$ cat src/rtl/apb_pkg.sv
// apb_pkg: shared types and constants for the APB register-bank slave.
// Optional byte-lane strobes are enabled with APB_PSTRB_EN.
package apb_pkg;

  typedef enum logic [1:0] {
    S_IDLE,
    S_WAIT,
    S_RESP
  } apb_slv_state_e;

  localparam int APB_DATA_W = 32;
  localparam int APB_STRB_W = 4;

  function automatic logic [APB_DATA_W-1:0] strb_mask(
    input logic [APB_STRB_W-1:0] s
  );
    logic [APB_DATA_W-1:0] m;
    m = '0;
    for (int i = 0; i < APB_STRB_W; i++) begin
      m[8*i +: 8] = {8{s[i]}};
    end
    return m;
  endfunction

endpackage

$ cat src/rtl/apb_addr_decode.sv
// apb_addr_decode: byte address to word index plus illegal-access flag.
// Flags misalignment, out-of-range and writes to the read-only counter.
module apb_addr_decode
  import apb_pkg::*;
#(
  parameter int NUM_REGS = 32,
  localparam int IW = $clog2(NUM_REGS)
) (
  input  logic [31:0]   paddr,
  input  logic          pwrite,
  output logic [IW-1:0] idx,
  output logic          err
);

  // decode index and error in one combinational step
  always_comb begin
    idx = paddr[IW+1:2];
    err = (paddr[1:0] != 2'b00)
        | (paddr >= 32'(NUM_REGS * 4))
        | (pwrite & (idx == IW'(NUM_REGS - 1)));
  end

endmodule

$ cat src/rtl/apb_regbank_slave.sv
// apb_regbank_slave: APB completer with a register bank, wait states
// and a read-only transfer counter in the top slot. Macro: APB_PSTRB_EN.
module apb_regbank_slave
  import apb_pkg::*;
#(
  parameter int NUM_REGS    = 32,
  parameter int WAIT_CYCLES = 1,
  parameter int DATA_W      = APB_DATA_W
) (
  input  logic              pclk,
  input  logic              prst,
  input  logic              psel,
  input  logic              penable,
  input  logic              pwrite,
  input  logic [31:0]       paddr,
  input  logic [DATA_W-1:0] pwdata,
`ifdef APB_PSTRB_EN
  input  logic [APB_STRB_W-1:0] pstrb,
`endif
  output logic              pready,
  output logic [DATA_W-1:0] prdata,
  output logic              pslverr
);

  localparam int IW = $clog2(NUM_REGS);
  localparam logic [IW-1:0] LAST = IW'(NUM_REGS - 1);

  apb_slv_state_e    state;
  logic [3:0]        wcnt;
  logic              pen_q;
  logic              wr_q;
  logic              err_q;
  logic [IW-1:0]     idx_q;
  logic [DATA_W-1:0] wdata_q;
  logic [APB_STRB_W-1:0] strb_q;
  logic [DATA_W-1:0] regs [NUM_REGS-1];
  logic [DATA_W-1:0] xfer_cnt;

  logic [IW-1:0]     dec_idx;
  logic              dec_err;
  logic              start;
  logic [IW-1:0]     cur_idx;
  logic              cur_err;
  logic              cur_wr;
  logic [DATA_W-1:0] rd_val;
  logic [DATA_W-1:0] rsp_data;
  logic [APB_STRB_W-1:0] strb_in;
  logic [DATA_W-1:0] wmask;

  apb_addr_decode #(
    .NUM_REGS(NUM_REGS)
  ) u_dec (
    .paddr (paddr),
    .pwrite(pwrite),
    .idx   (dec_idx),
    .err   (dec_err)
  );

  // access start, response data source and write mask
  always_comb begin
`ifdef APB_PSTRB_EN
    strb_in = pstrb;
`else
    strb_in = '1;
`endif
    start   = (state == S_IDLE) & psel & penable & ~pen_q;
    cur_idx = (state == S_IDLE) ? dec_idx : idx_q;
    cur_err = (state == S_IDLE) ? dec_err : err_q;
    cur_wr  = (state == S_IDLE) ? pwrite  : wr_q;
    rd_val  = (cur_idx == LAST) ? xfer_cnt : regs[cur_idx];
    if (cur_wr)
      rsp_data = prdata;
    else if (cur_err)
      rsp_data = '0;
    else
      rsp_data = rd_val;
    wmask = strb_mask(strb_q);
  end

  // transfer FSM, register bank and counter
  always_ff @(posedge pclk) begin
    if (prst) begin
      state    <= S_IDLE;
      wcnt     <= '0;
      pen_q    <= 1'b0;
      wr_q     <= 1'b0;
      err_q    <= 1'b0;
      idx_q    <= '0;
      wdata_q  <= '0;
      strb_q   <= '0;
      xfer_cnt <= '0;
      pready   <= 1'b0;
      pslverr  <= 1'b0;
      prdata   <= '0;
      for (int i = 0; i < NUM_REGS - 1; i++)
        regs[i] <= '0;
    end else begin
      pen_q <= penable;
      unique case (state)
        S_IDLE: begin
          if (start) begin
            idx_q   <= dec_idx;
            err_q   <= dec_err;
            wr_q    <= pwrite;
            wdata_q <= pwdata;
            strb_q  <= strb_in;
            if (WAIT_CYCLES == 0) begin
              state   <= S_RESP;
              pready  <= 1'b1;
              pslverr <= cur_err;
              prdata  <= rsp_data;
            end else begin
              state <= S_WAIT;
              wcnt  <= 4'(WAIT_CYCLES);
            end
          end
        end
        S_WAIT: begin
          if (wcnt <= 4'd1) begin
            state   <= S_RESP;
            pready  <= 1'b1;
            pslverr <= cur_err;
            prdata  <= rsp_data;
          end else begin
            wcnt <= wcnt - 4'd1;
          end
        end
        S_RESP: begin
          state    <= S_IDLE;
          pready   <= 1'b0;
          pslverr  <= 1'b0;
          xfer_cnt <= xfer_cnt + 1'b1;
          if (wr_q && !err_q)
            regs[idx_q] <= (regs[idx_q] & ~wmask) | (wdata_q & wmask);
        end
        default: state <= S_IDLE;
      endcase
    end
  end

endmodule

$ cat config.mk
export PLATFORM = sky130hd
export DESIGN_NAME = apb_regbank_slave
export DESIGN_NICKNAME = d
export VERILOG_FILES = /design/src/rtl/apb_pkg.sv /design/src/rtl/apb_addr_decode.sv /design/src/rtl/apb_regbank_slave.sv
export SDC_FILE = /design/constraint.sdc
export NUM_CORES = 2
export LEC_CHECK = 0
export CORE_UTILIZATION = 56
export CTS_CLUSTER_SIZE = 24
export DETAILED_ROUTE_END_ITERATION = 8
export PLACE_DENSITY = 0.79
export REMOVE_ABC_BUFFERS = 1
export SYNTH_ARGS = -nofsm -noshare
export SYNTH_HDL_FRONTEND = slang
export SYNTH_SLANG_ARGS = --single-unit
$ cat constraint.sdc
create_clock -name pclk -period 7.4 [get_ports pclk]
set_clock_uncertainty 0.15 [all_clocks]
set_input_delay 1.48 -clock pclk [delete_from_list [all_inputs] [get_ports pclk]]
set_output_delay 1.48 -clock pclk [all_outputs]
set_load 0.03 [all_outputs]
==> impl_metrics.env <==
export IMPL_status="completed"
export IMPL_maxSlewViolCount=0
export IMPL_ys_ff_latch=1142
export IMPL_port_buffers=102
export IMPL_finalHoldViolations=0
export IMPL_path_cells="buf_6 > nor2_1 > nand4_1 > nor3_1 > nand2_2 > buf_4 > nand2b_2 > buf_4"
export IMPL_grt_overflow=0
export IMPL_p_comb_frac=0.125
export IMPL_drc=0
export IMPL_cts_setup_buffers=0
export IMPL_crit_fanout=84
export IMPL_slowest_stage="nand2b_2"
export IMPL_initial_core_util=0.5663
export IMPL_cts_tree="built"
export IMPL_reg2reg_depth=8
export IMPL_final_util=0.6215
export IMPL_yosysUniqueCellTypes=53
export IMPL_cts_root_buffer_cell="clkbuf_16"
export IMPL_rsz0062_at_grt="false"
export IMPL_drt_wl_total_mm=196.9
export IMPL_whs_endpoint="wdata_q[28]"
export IMPL_timing_hold_ws_ns=0.3184
export IMPL_dieHeight_microns=323.2
export IMPL_drive_above_1_share=0.1591
export IMPL_slowest_delay_ns=0.71
export IMPL_via_per_inst=7.136
export IMPL_place_inst=5967
export IMPL_holdCritStartpoint="wdata_q[28]"
export IMPL_synthToLayoutAreaGrowth_pct=9.746
export IMPL_ctsHoldBuffers=0
export IMPL_routedWlPerCell_microns=31.76
export IMPL_nNetsFinal=4789
export IMPL_die_area_sq_um=104500
export IMPL_leakagePower_nw=22.09
export IMPL_coreArea_sq_um=102000
export IMPL_p_int_mw=11.20
export IMPL_finalSetupTns_ns=0
export IMPL_ir_worst_vdd_mv=0.2254
export IMPL_synthCells=4835
export IMPL_final_common_cell="nor2_1"
export IMPL_clk_path_buf_depth=3
export IMPL_gp_congestion=0.9030
export IMPL_drtPass1Iterations=8
export IMPL_via_count=44235
export IMPL_num_rows=117
export IMPL_drtIter0Drc=8067
export IMPL_place_hpwl_mm=105.8
export IMPL_preCtsSetupSlack_ns=2.152
export IMPL_r2r_end="prdata[19]"
export IMPL_clk_latency_ns=0.74
export IMPL_slew_headroom=0.07433
export IMPL_num_fill_cells=7525
export IMPL_die_x_microns=323.2
export IMPL_crit_path_end_kind="register"
export IMPL_worst_path_most_repeated_cell="buf_4"
export IMPL_crit_required_ns=7.59
export IMPL_synth_edff_count=1024
export IMPL_drv_cap=0
export IMPL_min_delay_path_depth=2
export IMPL_numCtsBuffers=116
export IMPL_critPathLaunch="prst"
export IMPL_r2r_slack_ns=3.09
export IMPL_setup_violations_final=0
export IMPL_avgSynthCellArea_sq_um=11.95
export IMPL_grt_total_usage=0.3745
export IMPL_yosysWarnings=0
export IMPL_r2r_start="state[1]"
export IMPL_grt_pass1_wl_mm=280.0
export IMPL_clk_pin_slew_ns=0.06
export IMPL_pwr_share_clk=0.392
export IMPL_ant_nets=0
export IMPL_post_cts_resized=0
export IMPL_grt_start_max_net_pins=153
export IMPL_final_cells=6199
export IMPL_antenna_found_initial=10
export IMPL_htreeDepth=3
export IMPL_arrival_ns=4.90
export IMPL_power_frac_seq=0.484
export IMPL_grt_pass1_vias=42644
export IMPL_clkSinkCount=1142
export IMPL_ios=103
export IMPL_async_reset_ff_frac=0
export IMPL_setup_slack_ns=2.699
export IMPL_max_freq_ghz=0.2127
export IMPL_netlist_area_sq_um=57780
export IMPL_ys_seq_area_frac=0.5730
export IMPL_path_class="in2reg"
export IMPL_hold_path_class="reg2reg"
export IMPL_final_cell_mix="1,099 x nor2_1, 1,024 x edfxtp_1, 596 x nand2_1"
export IMPL_final_period_utilization=0.6353
export IMPL_period_minus_slack_ns=4.701
export IMPL_p_sw_mw=4.034
export IMPL_p_sw_frac=0.2648
export IMPL_p_per_area_nw_per_um2=240.2
export IMPL_start_kind="primary input"
export IMPL_worst_pin_slew_ns=1.385
export IMPL_synth_ff_type="edfxtp_1"
synthesized netlist by cell type (15+ instances only):
cell type	count	share of area
a21o_1	30	0.0039
a21oi_1	171	0.015
a221oi_1	63	0.0095
a41oi_1	30	0.0045
buf_1	32	0.0021
buf_2	73	0.0063
buf_4	92	0.012
buf_6	28	0.0055
clkbuf_1	240	0.016
dfxtp_1	118	0.041
edfxtp_1	1024	0.53
inv_1	26	0.0017
inv_2	15	0.00097
mux2i_1	288	0.050
mux4_2	323	0.13
nand2_1	630	0.041
nand2b_1	34	0.0037
nand3_1	102	0.0088
nand4_1	68	0.0074
nor2_1	1100	0.071
nor3_1	16	0.0014
o21ai_0	69	0.0060
o21ai_2	31	0.0047
o22ai_1	66	0.0071
or4_1	62	0.0081
xor2_1	19	0.0029
critical path, delay by kind of cell:
kind / cells / cell delay, ns
buffers and inverters: 3 / 1.20
and+or+nand+nor: 5 / 2.02
registers in the layout, summed over array words and instances, names as in the netlist, named ones only:
register  cells
strb_q        1
idx_q         5
regs       1024
prdata       32
pready        1
xfer_cnt     32
err_q         1
wdata_q      32
wcnt          4
pen_q         1
state         2
wr_q          1
pslverr       1
kinds of logic after synthesis:
logic type,count (synthesis),synth area share
buf+inv,506,0.04407
compound gates,477,0.05327
xor+xnor,28,0.004244
flops,1142,0.5730
mux,620,0.1775
simple gates,2059,0.1472
fa+ha+maj,3,0.0006497
final cells by class:
type	count	area, sq um	share of cell area
clock inverter	63	686.9	0.01083
multi-input combinational	3187	22410	0.3534
antenna	11	27.53	0.0004341
inverter	41	156.4	0.002466
tap	1368	1712	0.02699
sequential	1142	33130	0.5224
timing repair buffer	229	2151	0.03392
clock buffer	158	3141	0.04952
power by group through the flow:
stage / clock network [mW] / registers, mW / logic, mW
3_5_place_dp: 0 / 7.49 / 1.82
3_3_place_gp: 0 / 7.47 / 1.79
2_1_floorplan: 0 / 7.49 / 1.44
6_report: 5.96 / 7.37 / 1.90
5_1_grt: 6.17 / 7.38 / 1.96
4_1_cts: 5.93 / 7.36 / 1.83
routing by layer:
metal  global-route usage  wire length, microns  up-vias
li1                     -                     -    17473
met1               0.4716                 62350    21090
met2               0.5546                 85140     4574
met3               0.1233                 33770     1092
met4               0.2486                 15540        6
met5                    0                    40        -
worst max-delay path by stage:
| stage | endpoint | slack (ns) | cells after the start |
|---|---|---|---|
| global route | prdata[30] | 2.66 | 7 |
| finish | regs[1][18] | 2.70 | 8 |
| global placement | prdata[17] | 2.27 | 9 |
| floorplan | prdata[0] | -12.48 | 6 |
| detailed placement | prdata[30] | 2.15 | 7 |
| CTS | prdata[0] | 2.87 | 7 |
through the flow:
step	power (mW)	area (sq um)
2_1_floorplan	8.934	55390
3_3_place_gp	9.264	59560
3_5_place_dp	9.311	59560
4_1_cts	15.12	63390
5_1_grt	15.50	63390
6_report	15.23	63410
Power figures use the tool's default switching activity.
